File: config.mk
export PLATFORM = sky130hd
export DESIGN_NAME = zapper_detector
export DESIGN_NICKNAME = d
export VERILOG_FILES = /design/src/rtl/zapper_pkg.sv /design/src/rtl/zapper_debounce.sv /design/src/rtl/zapper_detector.sv
export SDC_FILE = /design/constraint.sdc
export NUM_CORES = 1
export LEC_CHECK = 0
export ABC_CLOCK_PERIOD_IN_PS = 3800
export CORE_AREA = 2 2 79 81
export DETAILED_ROUTE_END_ITERATION = 10
export DIE_AREA = 0 0 81 83
export GPL_ROUTABILITY_DRIVEN = 0
export GPL_TIMING_DRIVEN = 1
export PLACE_DENSITY_LB_ADDON = 0.3
export SYNTH_ARGS = -nofsm -noshare
export SYNTH_HDL_FRONTEND = slang
export SYNTH_HIERARCHICAL = 1
export SYNTH_SLANG_ARGS = --single-unit
File: constraint.sdc
create_clock -name clk -period 3.8 [get_ports clk]
set_clock_uncertainty 0.05 [all_clocks]
set_input_delay 0.76 -clock clk [delete_from_list [all_inputs] [get_ports clk]]
set_output_delay 0.76 -clock clk [all_outputs]
set_load 0.02 [all_outputs]
File: src/rtl/zapper_pkg.sv
`default_nettype none
// ============================================================================
// Module      : zapper_pkg
// Description : Shared types and constants for the zapper light-gun front end.
//               The screen pattern generator imports the same phase type so
//               its flash sequence and the detector stay in lock-step.
// Contents    : zapper_phase_t - shot phase (idle, black, white, held)
//               SYNC_STAGES    - depth of the input synchronizers
//               fits_width()   - true when a value is representable in w bits
// Revision    : 1.0 - initial release
// ============================================================================
package zapper_pkg;

  typedef enum logic [1:0] {
    Z_IDLE  = 2'd0,
    Z_BLACK = 2'd1,
    Z_WHITE = 2'd2,
    Z_HELD  = 2'd3
  } zapper_phase_t;

  localparam int SYNC_STAGES = 2;

  // Used by the elaboration checks on the counter thresholds.
  function automatic bit fits_width(input longint value, input int width);
    return (value >= 0) && (value < (64'sd1 <<< width));
  endfunction

endpackage
`default_nettype wire

File: src/rtl/zapper_debounce.sv
`default_nettype none
// ============================================================================
// Module      : zapper_debounce
// Description : Synchronizes an asynchronous button input and accepts a level
//               change only after it has been stable for DEBOUNCE_CYCLES
//               consecutive clk samples. Latency from a clean input edge to
//               the output edge is SYNC_STAGES + DEBOUNCE_CYCLES clk.
// Ports       : clk   in  clock
//               rst_n in  asynchronous active-low reset
//               in    in  raw asynchronous button level
//               out   out debounced level (0 after reset)
// Revision    : 1.0 - initial release
// ============================================================================
module zapper_debounce import zapper_pkg::*; #(
  parameter int DEBOUNCE_CYCLES = 250000,
  parameter int SYNC_STAGES     = zapper_pkg::SYNC_STAGES
) (
  input  logic clk,
  input  logic rst_n,
  input  logic in,
  output logic out
);

  localparam int            CW      = (DEBOUNCE_CYCLES > 1) ? $clog2(DEBOUNCE_CYCLES) : 1;
  localparam logic [CW-1:0] CNT_TOP = CW'(DEBOUNCE_CYCLES - 1);

  if (DEBOUNCE_CYCLES < 1) begin : g_chk_cycles
    $error("zapper_debounce: DEBOUNCE_CYCLES must be at least 1");
  end
  if (SYNC_STAGES < 2) begin : g_chk_sync
    $error("zapper_debounce: SYNC_STAGES must be at least 2");
  end

  logic [SYNC_STAGES-1:0] sync;
  logic                   synced;
  logic [CW-1:0]          cnt;

  always_ff @(posedge clk or negedge rst_n) begin
    if (!rst_n) begin
      sync <= '0;
    end else begin
      sync <= {sync[SYNC_STAGES-2:0], in};
    end
  end

  assign synced = sync[SYNC_STAGES-1];

  // The counter only runs while the synchronized input disagrees with the
  // accepted level; any bounce back to the accepted level restarts it.
  always_ff @(posedge clk or negedge rst_n) begin
    if (!rst_n) begin
      cnt <= '0;
      out <= 1'b0;
    end else if (synced == out) begin
      cnt <= '0;
    end else if (cnt == CNT_TOP) begin
      cnt <= '0;
      out <= ~out;
    end else begin
      cnt <= cnt + CW'(1);
    end
  end

endmodule
`default_nettype wire

File: src/rtl/zapper_detector.sv
`default_nettype none
// ============================================================================
// Module      : zapper_detector
// Description : Duck Hunt light-gun front end. Debounces the trigger,
//               synchronizes the photodiode, follows the shot flash sequence
//               frame by frame (black frame, then white hit-box frame) and
//               declares a hit only when the white frame was bright and the
//               black frame was dark.
// Ports       : clk         in  pixel clock
//               rst_n       in  asynchronous active-low reset
//               frame_start in  1-clk pulse at the frame boundary
//               valid       in  active-video qualifier
//               trigger_in  in  raw trigger button, asynchronous, active-high
//               light_in    in  raw photodiode, polarity set by LIGHT_ACT_LOW
//               trigger     out debounced trigger level
//               detect      out hit flag during the white frame
//               shot_hit    out 1-clk pulse at the end of a hitting shot
//               shot_miss   out 1-clk pulse at the end of a missing shot
//               phase       out current shot phase
// Revision    : 1.0 - initial release
// ============================================================================
module zapper_detector import zapper_pkg::*; #(
  parameter int DEBOUNCE_CYCLES = 250000,
  parameter int HIT_THRESHOLD   = 64,
  parameter int BLACK_MAX       = 16,
  parameter int LIGHT_ACT_LOW   = 1,
  parameter int CNT_W           = 16
) (
  input  logic          clk,
  input  logic          rst_n,
  input  logic          frame_start,
  input  logic          valid,
  input  logic          trigger_in,
  input  logic          light_in,
  output logic          trigger,
  output logic          detect,
  output logic          shot_hit,
  output logic          shot_miss,
  output zapper_phase_t phase
);

  localparam logic [CNT_W-1:0] CNT_MAX    = '1;
  localparam logic [CNT_W-1:0] HIT_LIMIT  = CNT_W'(HIT_THRESHOLD);
  localparam logic [CNT_W-1:0] BLACK_LIM  = CNT_W'(BLACK_MAX);
  localparam logic             LIGHT_LOW  = (LIGHT_ACT_LOW != 0);

  if (!fits_width(longint'(HIT_THRESHOLD), CNT_W)) begin : g_chk_hit
    $error("zapper_detector: HIT_THRESHOLD does not fit in CNT_W bits");
  end
  if (!fits_width(longint'(BLACK_MAX), CNT_W)) begin : g_chk_black
    $error("zapper_detector: BLACK_MAX does not fit in CNT_W bits");
  end

  // --------------------------------------------------------------------------
  // Trigger debounce
  // --------------------------------------------------------------------------
  zapper_debounce #(
    .DEBOUNCE_CYCLES (DEBOUNCE_CYCLES),
    .SYNC_STAGES     (SYNC_STAGES)
  ) u_debounce (
    .clk   (clk),
    .rst_n (rst_n),
    .in    (trigger_in),
    .out   (trigger)
  );

  // --------------------------------------------------------------------------
  // Photodiode synchronizer. Reset to the "no light" level so the first clks
  // after reset never look like a bright sample.
  // --------------------------------------------------------------------------
  logic [SYNC_STAGES-1:0] light_sync;
  logic                   light;

  always_ff @(posedge clk or negedge rst_n) begin
    if (!rst_n) begin
      light_sync <= {SYNC_STAGES{LIGHT_LOW}};
    end else begin
      light_sync <= {light_sync[SYNC_STAGES-2:0], light_in};
    end
  end

  assign light = light_sync[SYNC_STAGES-1] ^ LIGHT_LOW;

  // --------------------------------------------------------------------------
  // Shot phase FSM. Every transition is tied to a frame boundary so the
  // detector walks through the same frames the pattern generator draws.
  // --------------------------------------------------------------------------
  zapper_phase_t    state;
  zapper_phase_t    state_next;
  logic             enter_black;
  logic             leave_white;
  logic             hit_now;
  logic [CNT_W-1:0] black_cnt;
  logic [CNT_W-1:0] white_cnt;

  always_ff @(posedge clk or negedge rst_n) begin
    if (!rst_n) begin
      state <= Z_IDLE;
    end else begin
      state <= state_next;
    end
  end

  always_comb begin
    state_next  = state;
    enter_black = 1'b0;
    leave_white = 1'b0;
    if (frame_start) begin
      case (state)
        Z_IDLE: begin
          if (trigger) begin
            state_next  = Z_BLACK;
            enter_black = 1'b1;
          end
        end
        Z_BLACK: state_next = Z_WHITE;
        Z_WHITE: begin
          state_next  = Z_HELD;
          leave_white = 1'b1;
        end
        Z_HELD: begin
          if (!trigger) begin
            state_next = Z_IDLE;
          end
        end
        default: state_next = Z_IDLE;
      endcase
    end
  end

  assign phase = state;

  // --------------------------------------------------------------------------
  // Light sample counters. The frame_start cycle itself is never counted, and
  // the counts are kept after the white frame so the verdict can use them.
  // --------------------------------------------------------------------------
  always_ff @(posedge clk or negedge rst_n) begin
    if (!rst_n) begin
      black_cnt <= '0;
      white_cnt <= '0;
    end else if (enter_black) begin
      black_cnt <= '0;
      white_cnt <= '0;
    end else if (!frame_start && valid && light) begin
      if (state == Z_BLACK && black_cnt != CNT_MAX) begin
        black_cnt <= black_cnt + CNT_W'(1);
      end
      if (state == Z_WHITE && white_cnt != CNT_MAX) begin
        white_cnt <= white_cnt + CNT_W'(1);
      end
    end
  end

  assign hit_now = (white_cnt >= HIT_LIMIT) && (black_cnt <= BLACK_LIM);

  // --------------------------------------------------------------------------
  // Detect and verdict pulses. detect is cleared by the same edge that leaves
  // the white frame, so anything sampling on that frame_start still sees it.
  // --------------------------------------------------------------------------
  always_ff @(posedge clk or negedge rst_n) begin
    if (!rst_n) begin
      detect    <= 1'b0;
      shot_hit  <= 1'b0;
      shot_miss <= 1'b0;
    end else begin
      detect    <= (state == Z_WHITE) && !frame_start && hit_now;
      shot_hit  <= leave_white && hit_now;
      shot_miss <= leave_white && !hit_now;
    end
  end

endmodule
`default_nettype wire

==> results.md <==
- The post-detailed-route via-to-cell ratio is 6.160.
- The Yosys warning count is 6.
- The clock-pin slew reported for the worst setup and hold paths after clock tree synthesis is 0.07 ns.
- For this run, design rule violations remaining after detail routing come to 0.
- The worst-case IR drop observed on VDD is 0.4930 mV.
- In the final timing run, aggregate negative setup slack is 0 ns.
- Setup violations remaining at the end of the flow were counted as 0.
- The hold violation count in the final report is 0.
- Once the clock tree was built, the setup fixing pass inserted 0 buffers.
- At the later pin of the worst-skew pair, clock insertion delay measures 0.33 ns.
- The number of non-filler instances in the completed layout is 430.
- Gates resized during post-CTS repair numbered 0.
- The ratio of final minimum period to clock period is 0.6341.
- When the netlist entered floorplanning its net count stood at 351.
- The mapped netlist covers 3378 um^2.
- The worst hold path terminates at light_sync[1]$_DFF_PN1_.
- For this design the top-level I/O count stands at 12.
- The max-slew violation count came to 0.
- The wire length per cell after detailed routing is 15.82 um.
- The flow ran to the end, and the final reports show no timing, DRC or antenna violations.
- The biggest fanout along the worst timing path is 18.
- For this configuration, the core starts out at a cell density of 0.5809.
- The worst hold path was traced through 0 stages.
- In this run the critical register-to-register path is launched from u_debounce/cnt[0]$_DFF_PN0_.
- The maximum clock path buffer count is 2.
- The leading cell type by number of instances after synthesis is sky130_fd_sc_hd__dfrtp_1.
- STA puts the critical path data required time at 3.92 ns.
- After floorplanning, the core was sized to cover 5816 um^2.
- For this run, the top clock speed supported by timing is 415.0 MHz.
- Once placement completed, the tool counted placed cells totaling 414.
- Power spread over the standard cell area amounts to 408.3 nW/um^2.
- Across all register-to-register paths, the minimum setup slack is 1.39 ns.
- The register bit total from synthesis is 60.
- By count the netlist is led by sky130_fd_sc_hd__dfrtp_1, sky130_fd_sc_hd__nand2_1, sky130_fd_sc_hd__a21oi_1.
- The number of iterations in the first detailed-routing pass is 4.
- Across every metal layer, demand over resource in global routing totals 0.2290.
- The routed length on met1 is 3.432 mm.
- Detailed routing placed a total of 3.125 mm of wire on met2.
- Global routing finished with a remaining overflow of 0.
- At the pin with the least slew margin, the transition time is 1.012 ns.
- The highest metal layer with signal wires is met4.
- For the worst flop-to-flop path, the logic depth is 4.
- The analysis attributes to cell leakage a power of 1.519 nW.
- Setup repair after global routing left no endpoint under its margin.
- After floorplanning, the core was divided into 28 placement rows.
- The number of fill cells is 482.
- The diode insertion count for antenna repair is 0.
- The final period demand of the worst path is 2.409 ns.
- The synthesized area per cell is 10.08 um^2.
- The post-route worst hold slack is 0.2994 ns.
- In this run the remaining antenna-violating nets after routing total 0.
- Across the run, the number of max-cap violations was 0.
- The worst setup path is of the register to register kind.
- The number of nets in the layout is 366.
- The maximum number of pins on one net before global-route repair is 35.
- The global-route wire length before repair is 12.16 mm.
- The clock tree root buffer cell is sky130_fd_sc_hd__clkbuf_8.
- The relative slew slack is 0.3233.
- The data arrival time at the worst-slack endpoint is 2.53 ns.
- The async set-reset flop share out of synthesis is 1.000.
- The clock net in this run drives a total of 60 sinks.
- The violation count after the first detailed-routing iteration is 167.
- The number of global-route vias before repair is 2587.
- STA classifies the critical path endpoint as a register.
- The share of synthesized area in the top cell type comes to 0.4296.
- The most common flop cell mapped by yosys is sky130_fd_sc_hd__dfrtp_1.
- The final layout contains routed wiring with a total length of 6.803 mm.
- The startpoint identified for the worst hold timing path is light_sync[0]$_DFF_PN1_.
- The netlist uses 53 different library cells.
- After detailed routing, the met3 layer carries 161 um of wire.
- The number of clock buffers inserted by TritonCTS is 9.
- The share of the Yosys chip area taken by registers is 0.4452.
- The initial antenna violation count is 0.
- The worst hold path belongs to the class register to register.
- The layout cell share with drive strength beyond 1 is 0.1211.
- The HPWL after detailed placement is 4.646 mm.
- The die height is 83 um.
- The capturing point of the worst reg2reg path is u_debounce/cnt[9]$_DFF_PN0_.
- From synthesis to final layout, the design area changed by 8.963%.
- The worst setup path is launched from a register.
- The cell count after synthesis is 335.
- The die outline area is 6723 um^2.
- Buffers inserted to repair hold after CTS numbered 0.
- The horizontal extent of the die is 81 um.
- TritonCTS built the clock tree.
- Ranked by total cell area, the synthesized netlist is headed by sky130_fd_sc_hd__dfrtp_1, sky130_fd_sc_hd__ha_1, sky130_fd_sc_hd__o31ai_1.
- The number of levels in the clock H-tree is 3.
- Yosys mapped a number of flops with a built-in enable equal to 0.
- Port buffering added 11 buffers.
- Across all layers, the routed design uses 2649 vias.
- The synthesized design spends more area on one cell type than any other, namely sky130_fd_sc_hd__dfrtp_1.
## cells in the final DEF, fill, tap and decap left out, types with 7 or more instances in the layout
master                            instances
sky130_fd_sc_hd__nor4_1                  12
sky130_fd_sc_hd__dfrtp_1                 58
sky130_fd_sc_hd__nand3_1                 19
sky130_fd_sc_hd__or3_1                    7
sky130_fd_sc_hd__inv_1                   13
sky130_fd_sc_hd__nand4_1                 12
sky130_fd_sc_hd__ha_1                    10
sky130_fd_sc_hd__o31ai_1                 16
sky130_fd_sc_hd__a21oi_1                 23
sky130_fd_sc_hd__nand2_1                 28
sky130_fd_sc_hd__xnor2_1                 10
sky130_fd_sc_hd__nor3_1                   9
sky130_fd_sc_hd__clkbuf_8                 9
sky130_fd_sc_hd__o21ai_0                  8
sky130_fd_sc_hd__or4_1                   16
sky130_fd_sc_hd__nor2_1                  22
sky130_fd_sc_hd__clkdlybuf4s50_1         10
sky130_fd_sc_hd__mux2i_1                  9
## critical path: stages, from the launching register on
cell and delay (ns):
sky130_fd_sc_hd__dfrtp_1 0.40, sky130_fd_sc_hd__ha_1 0.23, sky130_fd_sc_hd__nand4_1 0.38, sky130_fd_sc_hd__o41ai_4 1.06, sky130_fd_sc_hd__nor2_1 0.12
## layout make-up
| class | count | area, um^2 | share of cell area |
|---|---|---|---|
| Multi-Input combinational cell | 253 | 1760 | 0.4782 |
| Tap cell | 75 | 93.84 | 0.02549 |
| Inverter | 13 | 48.80 | 0.01326 |
| Sequential cell | 60 | 1504 | 0.4086 |
| Clock inverter | 3 | 15.01 | 0.004079 |
| Timing Repair Buffer | 13 | 120.1 | 0.03263 |
| Clock buffer | 13 | 138.9 | 0.03773 |
## per-layer routing
metal / global-route usage / vias to the layer above
li1: - / 1287
met1: 0.3396 / 1317
met2: 0.3358 / 38
met3: 0.05109 / 7
met4: 0.06934 / 0
met5: 0 / -
## report_power, final
part	switching, mW	internal, mW
registers	0.0678	0.694
logic	0.157	0.115
clock network	0.235	0.234
## stage by stage
| stage | utilization | power [mW] | cell area (um^2) | setup slack [ns] |
|---|---|---|---|---|
| 2_1_floorplan | - | 0.9429 | 3378 | 1.711 |
| 3_3_place_gp | 0.6065 | 1.032 | 3527 | 1.126 |
| 3_5_place_dp | 0.6065 | 1.042 | 3527 | 1.075 |
| 4_1_cts | 0.6330 | 1.511 | 3681 | 1.418 |
| 5_1_grt | 0.6330 | 1.594 | 3681 | 1.214 |
| 6_report | 0.6330 | 1.503 | 3681 | 1.391 |
## kinds of logic after synthesis
family,after synthesis,share of synthesized area
compound gates,57,0.1130
mux,12,0.03667
flops,60,0.4452
simple gates,159,0.2956
buf+inv,22,0.03370
xor+xnor,15,0.03889
fa+ha+maj,10,0.03704
## worst max-delay path by stage
stage	start	end	slack (ns)	cells after the start
final	u_debounce/cnt[0]$_DFF_PN0_	u_debounce/cnt[9]$_DFF_PN0_	1.39	4
after global routing	u_debounce/cnt[0]$_DFF_PN0_	u_debounce/cnt[12]$_DFF_PN0_	1.21	4
after CTS	u_debounce/cnt[0]$_DFF_PN0_	u_debounce/cnt[9]$_DFF_PN0_	1.42	4
after detailed placement	frame_start	black_cnt[14]$_DFFE_PN0P_	1.08	5
after global placement	frame_start	white_cnt[1]$_DFFE_PN0P_	1.13	4
after floorplan	frame_start	white_cnt[1]$_DFFE_PN0P_	1.71	3
## registers in the layout, indices dropped and copies added (netlist names)
| signal | count |
|---|---|
| light_sync | 2 |
| phase | 2 |
| black_cnt | 16 |
| u_debounce/cnt | 18 |
| white_cnt | 16 |
| u_debounce/sync | 2 |
| u_debounce/out | 1 |
| detect | 1 |
| shot_miss | 1 |
| shot_hit | 1 |
No activity file was read; power rests on OpenSTA's default activity.
